### config.mk
export PLATFORM = sky130hd
export DESIGN_NAME = bp_table_ctrl
export DESIGN_NICKNAME = d
export VERILOG_FILES = /design/src/rtl/bp_pkg.sv /design/src/rtl/bp_upd_fifo.sv /design/src/rtl/bp_table_ctrl.sv
export SDC_FILE = /design/constraint.sdc
export NUM_CORES = 1
export LEC_CHECK = 0
export ABC_AREA = 1
export BUFFER_PORTS_ARGS = -buffer_cell sky130_fd_sc_hd__buf_2
export CAP_MARGIN = 20
export CORE_ASPECT_RATIO = 1.75
export CORE_MARGIN = 2
export CORE_UTILIZATION = 56
export CTS_BUF_LIST = sky130_fd_sc_hd__clkbuf_4 sky130_fd_sc_hd__clkbuf_8
export DETAILED_ROUTE_END_ITERATION = 10
export GPL_TIMING_DRIVEN = 0
export PLACE_DENSITY = 0.82
export SETUP_SLACK_MARGIN = 0.05
export SKIP_LAST_GASP = 1
export SYNTH_ARGS = -nofsm -noshare
export SYNTH_HDL_FRONTEND = slang
export SYNTH_SLANG_ARGS = --single-unit
### constraint.sdc
create_clock -name clk -period 4 [get_ports clk]
set_clock_uncertainty 0.15 [all_clocks]
set_input_delay 0 -clock clk [delete_from_list [all_inputs] [get_ports clk]]
set_output_delay 0 -clock clk [all_outputs]
set_load 0.01 [all_outputs]
### src/rtl/bp_pkg.sv
// Shared types and helpers for the branch-predictor counter table.
package bp_pkg;

  localparam int CTR_W = 2;

  localparam logic [CTR_W-1:0] CTR_SNT = 2'b00;
  localparam logic [CTR_W-1:0] CTR_WNT = 2'b01;
  localparam logic [CTR_W-1:0] CTR_WT  = 2'b10;
  localparam logic [CTR_W-1:0] CTR_ST  = 2'b11;

  typedef enum logic {
    ST_INIT = 1'b0,
    ST_RUN  = 1'b1
  } state_t;

  function automatic logic [CTR_W-1:0] ctr_next(input logic [CTR_W-1:0] ctr,
                                                input logic             taken);
    if (taken) return (ctr == CTR_ST)  ? CTR_ST  : ctr + 2'd1;
    else       return (ctr == CTR_SNT) ? CTR_SNT : ctr - 2'd1;
  endfunction

endpackage

### src/rtl/bp_upd_fifo.sv
// Small synchronous FIFO holding resolved-branch updates {index, taken}.
module bp_upd_fifo #(
  parameter int W     = 7,
  parameter int DEPTH = 4,
  localparam int PTR_W = $clog2(DEPTH),
  localparam int CNT_W = $clog2(DEPTH) + 1
) (
  input  logic             clk,
  input  logic             rst,
  input  logic             clear,
  input  logic             push,
  input  logic [W-1:0]     din,
  input  logic             pop,
  output logic [W-1:0]     dout,
  output logic             full,
  output logic             empty,
  output logic [CNT_W-1:0] count
);

  logic [W-1:0]     r_mem [DEPTH];
  logic [PTR_W-1:0] r_wp;
  logic [PTR_W-1:0] r_rp;
  logic [CNT_W-1:0] r_cnt;
  logic             w_push;
  logic             w_pop;

  assign full   = (r_cnt == CNT_W'(DEPTH));
  assign empty  = (r_cnt == '0);
  assign count  = r_cnt;
  assign dout   = r_mem[r_rp];
  assign w_push = push && !full;
  assign w_pop  = pop && !empty;

  // Pointers wrap naturally because DEPTH is a power of two.
  always_ff @(posedge clk or posedge rst) begin
    if (rst) begin
      r_wp  <= '0;
      r_rp  <= '0;
      r_cnt <= '0;
    end else if (clear) begin
      r_wp  <= '0;
      r_rp  <= '0;
      r_cnt <= '0;
    end else begin
      if (w_push) r_wp <= r_wp + 1'b1;
      if (w_pop)  r_rp <= r_rp + 1'b1;
      case ({w_push, w_pop})
        2'b10:   r_cnt <= r_cnt + 1'b1;
        2'b01:   r_cnt <= r_cnt - 1'b1;
        default: r_cnt <= r_cnt;
      endcase
    end
  end

  always_ff @(posedge clk) begin
    if (w_push) r_mem[r_wp] <= din;
  end

endmodule

### src/rtl/bp_table_ctrl.sv
// PC-indexed 2-bit counter table shared by fetch lookups and buffered EX updates.
module bp_table_ctrl
  import bp_pkg::*;
#(
  parameter int PC_W      = 32,
  parameter int INDEX_W   = 6,
  parameter int UPD_DEPTH = 4
) (
  input  logic            clk,
  input  logic            rst,
  input  logic            flush,
  output logic            init_busy,
  input  logic            lookup_valid,
  input  logic [PC_W-1:0] lookup_pc,
  output logic            lookup_ready,
  output logic            predict_valid,
  output logic            predict_taken,
  input  logic            upd_valid,
  input  logic [PC_W-1:0] upd_pc,
  input  logic            upd_taken,
  output logic            upd_ready
);

  localparam int ENTRIES = 1 << INDEX_W;
  localparam int FW      = INDEX_W + 1;
  localparam int CNT_W   = $clog2(UPD_DEPTH) + 1;

  state_t             r_state;
  logic [INDEX_W-1:0] r_init_idx;
  logic [CTR_W-1:0]   r_tbl [ENTRIES];
  logic               r_pred_valid;
  logic               r_pred_taken;

  logic               w_run;
  logic               w_full;
  logic               w_empty;
  logic [CNT_W-1:0]   w_fifo_cnt;
  logic [FW-1:0]      w_fifo_dout;
  logic [INDEX_W-1:0] w_lk_idx;
  logic [INDEX_W-1:0] w_up_idx;
  logic [INDEX_W-1:0] w_dr_idx;
  logic               w_dr_taken;
  logic               w_lk_acc;
  logic               w_push;
  logic               w_drain;
  logic               w_unused;

  assign w_run        = (r_state == ST_RUN);
  assign w_lk_idx     = lookup_pc[INDEX_W+1:2];
  assign w_up_idx     = upd_pc[INDEX_W+1:2];
  assign w_dr_idx     = w_fifo_dout[FW-1:1];
  assign w_dr_taken   = w_fifo_dout[0];

  assign init_busy    = (r_state == ST_INIT);
  assign lookup_ready = w_run && !w_full;
  assign upd_ready    = w_run && !w_full;
  assign predict_valid = r_pred_valid;
  assign predict_taken = r_pred_taken;

  assign w_lk_acc = lookup_valid && lookup_ready;
  assign w_push   = upd_valid && upd_ready && !flush;
  // A full FIFO steals the port from fetch; otherwise drain only in idle lookup cycles.
  assign w_drain  = w_run && !w_empty && !flush && (w_full || !lookup_valid);

  bp_upd_fifo #(
    .W     (FW),
    .DEPTH (UPD_DEPTH)
  ) u_fifo (
    .clk   (clk),
    .rst   (rst),
    .clear (flush),
    .push  (w_push),
    .din   ({w_up_idx, upd_taken}),
    .pop   (w_drain),
    .dout  (w_fifo_dout),
    .full  (w_full),
    .empty (w_empty),
    .count (w_fifo_cnt)
  );

  always_ff @(posedge clk or posedge rst) begin
    if (rst) begin
      r_state      <= ST_INIT;
      r_init_idx   <= '0;
      r_pred_valid <= 1'b0;
      r_pred_taken <= 1'b0;
    end else begin
      r_pred_valid <= w_lk_acc && !flush;
      r_pred_taken <= w_lk_acc && !flush && r_tbl[w_lk_idx][1];
      if (flush) begin
        r_state    <= ST_INIT;
        r_init_idx <= '0;
      end else if (r_state == ST_INIT) begin
        r_init_idx <= r_init_idx + 1'b1;
        if (&r_init_idx) r_state <= ST_RUN;
      end
    end
  end

  // Storage is not reset; the INIT sweep is what clears it.
  always_ff @(posedge clk) begin
    if (r_state == ST_INIT)
      r_tbl[r_init_idx] <= CTR_SNT;
    else if (w_drain)
      r_tbl[w_dr_idx] <= ctr_next(r_tbl[w_dr_idx], w_dr_taken);
  end

  assign w_unused = ^{lookup_pc[PC_W-1:INDEX_W+2], lookup_pc[1:0],
                      upd_pc[PC_W-1:INDEX_W+2], upd_pc[1:0], w_fifo_cnt};

endmodule

==> impl_metrics.tcl <==
set metrics [dict create \
    status "finished clean" \
    seq_area_sq_um 5080 \
    m1WireLength_um 7830 \
    drt_first_iter_violations 1258 \
    cts_sinks 172 \
    slowest_stage "nor2_4" \
    grt_pass1_vias 6831 \
    setup_viol 0 \
    p_leak_nw 3.56 \
    layout-drive-gt1-share 0.144 \
    relSlewSlack 0.507 \
    rsz0062_at_grt "false" \
    worstPathArrival_ns 3.81 \
    startpoint "u_fifo.r_rp[0]" \
    grt_max_degree 42 \
    dr_total_vias 6944 \
    wire_per_inst_um 22.7 \
    grtUsageTotal 0.324 \
    clockPowerShare 0.367 \
    min_period_over_period 0.913 \
    synth_area_sq_um 8380 \
    viasPerCell 6.40 \
    switching_share 0.238 \
    drt_wl_total_um 24700 \
    switching_power_w 0.000806 \
    hold_violations 0 \
    grt_pass1_wl_um 37100 \
    cp_max_fo 34 \
    synth_edf_count 156 \
    synthCells 833 \
    fillCellCount 1177 \
    detail-route-antenna-nets 0 \
    clk_latency_ns 0.48 \
    gp_congestion 1.03 \
    setup_tns_ns 0 \
    synth-seq-area-share 0.607 \
    yosys-top-cells-count "nand3_1 (192), edfxtp_1 (156), nand2_1 (132), nor2_1 (124), o21ai_0 (44)" \
    die_width_um 96.4 \
    core_sq_um 14800 \
    p_int_w 0.00258 \
    ys_ff_latch 172 \
    highest_layer "met4" \
    synth_fp_nets 909 \
    p_per_area_nw_per_um2 363 \
    initial_core_util 0.567 \
    syn_avg_cell_area_sq_um 10.1 \
    cts_buffers 17 \
    max_freq_mhz 274 \
    multi_input_area_sq_um 2880 \
    path_class "flip-flop to flip-flop" \
    synth_most_common_cell "nand3_1" \
    dieArea_sq_um 16000 \
    syn_to_final_growth_pct 11.2 \
    r2r-start "u_fifo.r_rp[0]" \
    slew_violations 0 \
    rows 59 \
    dominantRegCellSynth "edfxtp_1" \
    htreeDepth 4 \
    synth_top_cell_by_area "edfxtp_1" \
    post-dp-hpwl_um 16900 \
    met2WireLength_um 12500 \
    worstPathRequired_ns 4.15 \
    grt.overflow.total 0 \
    io_buffers 21 \
    drtPass1Iterations 7 \
    drc_errors 0 \
    cts_tree "done" \
    hp-class "primary input to asynchronous set/reset pin" \
    combPwrFrac 0.052 \
    pwr-share-seq 0.581 \
    start_kind "flip-flop" \
    cts-root-buf "clkbuf_8" \
    dp_slack_ns 0.475 \
    fin_nets 965 \
    crit_path_end_kind "flip-flop" \
    power.total_w 0.00338 \
    synth_area_leaders "edfxtp_1 (56%), nand3_1 (11%), nand2_1 (5.9%)" \
    ios 75 \
    synth.top_cell.area_share 0.559 \
    drv_cap 0 \
    antenna_found_initial 0 \
    async_flop_share 0.0930 \
    max_stage_delay_ns 0.60 \
    post-route-min-period_ns 3.65 \
    peakVddDrop_mv 0.461 \
    wl_met3_um 2400 \
    worst_pin_slew_ns 0.739 \
    setup_ws_ns 0.347 \
    ys_types 41 \
    worstPathCellList "buf_4 -> inv_4 -> nand2_2 -> nand3_2 -> clkbuf_1 -> nand3_1 -> nand3_1 -> nand3_1 -> nand3_1 -> nand3_1 -> nand3_1 -> nand2_1 -> nand2_1 -> nand2_1 -> nor2_4 -> buf_16" \
    ys_warn_count 0 \
    path_clk_slew_ns 0.09 \
    clock_path_buffers 2 \
    antenna_cells 0 \
    critPathMostFrequentCell "nand3_1" \
    die_h_um 166 \
]
## through the flow
| step | cells | utilization | hold slack, ns | area (sq um) |
|---|---|---|---|---|
| floorplan | 833 | - | -0.236 | 8380 |
| global route | 1085 | 0.631 | 0.0833 | 9310 |
| CTS | 1085 | 0.631 | 0.0230 | 9310 |
| finish | 1085 | 0.631 | 0.0372 | 9310 |
| global placement | 1037 | 0.590 | -0.0381 | 8710 |
| detailed placement | 1039 | 0.594 | -0.0298 | 8770 |
## critical path: cells and delay by family, from the launching register on
family                 cells  cell delay, ns
buffers and inverters      4            1.10
and+or+nand+nor           12            1.84
DFF                        1            0.39
## timing repair
action | CTS | global route
hold endpoints to repair | 60 | 0
hold buffers | 14 | 0
buffers inserted | 0 | 0
resized for setup | 0 | 0
## power groups by stage
stage | registers, W | clock network (W) | logic (W)
after global routing | 0.00197 | 0.00129 | 0.000188
after global placement | 0.00200 | 0 | 0.000155
after CTS | 0.00197 | 0.00122 | 0.000169
final | 0.00197 | 0.00124 | 0.000175
after detailed placement | 0.00201 | 0 | 0.000158
after floorplan | 0.00200 | 0 | 0.0000988
## final timing paths
check	endpoint	cells past startpoint	slack [ns]
min in group clk	u_fifo.r_mem[3][4]	2	0.13
worst min register to register	r_init_idx[4]	1	0.36
max in group asynchronous	u_fifo.r_rp[0]	3	3.25
worst min-delay path	r_init_idx[3]	3	0.04
worst max-delay path	r_tbl[20][1]	16	0.35
worst max register to register	r_tbl[20][1]	16	0.35
## per-layer routing
| layer | track usage | up-vias |
|---|---|---|
| met5 | 0 | - |
| li1 | - | 3051 |
| met2 | 0.538 | 527 |
| met1 | 0.366 | 3204 |
| met3 | 0.0681 | 162 |
| met4 | 0.212 | 0 |
## kinds of logic after synthesis
logic type / share of synthesized area
adder cells (fa/ha/maj): 0.00986
buffers and inverters: 0.0511
AND/OR/NAND/NOR: 0.258
flip-flops: 0.607
XOR/XNOR: 0.00209
multiplexers: 0.00134
AO/OA/AOI/OAI: 0.0702
## layout by cell type (no fill, tap or decap), types with 14 or more instances in the layout
master / netlist / layout
nor2_1: 124 / 122
edfxtp_1: 156 / 156
dfrtp_1: 16 / 16
inv_1: 29 / 29
nand2_1: 132 / 132
o21ai_0: 44 / 44
nand3_1: 192 / 192
clkbuf_1: 16 / 16
buf_2: 10 / 31
dlygate4sd3_1: 0 / 14
clkbuf_8: 0 / 20
## final cells by class
class                      instances  area share
clock buffer                      22      0.0312
buffer                            42      0.0288
inverter                          42      0.0172
sequential                       172       0.546
clock inverter                    10      0.0116
timing repair buffer              37      0.0314
tap                              183      0.0246
multi-input combinational        577       0.309
## sequential cells by signal, indices dropped and copies added, names as in the netlist
signal	flops
r_init_idx	6
u_fifo.count	3
r_state	1
u_fifo.r_wp	2
r_tbl	128
predict_taken	1
predict_valid	1
u_fifo.r_mem	28
u_fifo.r_rp	2
No activity file was read; power rests on OpenSTA's default activity.
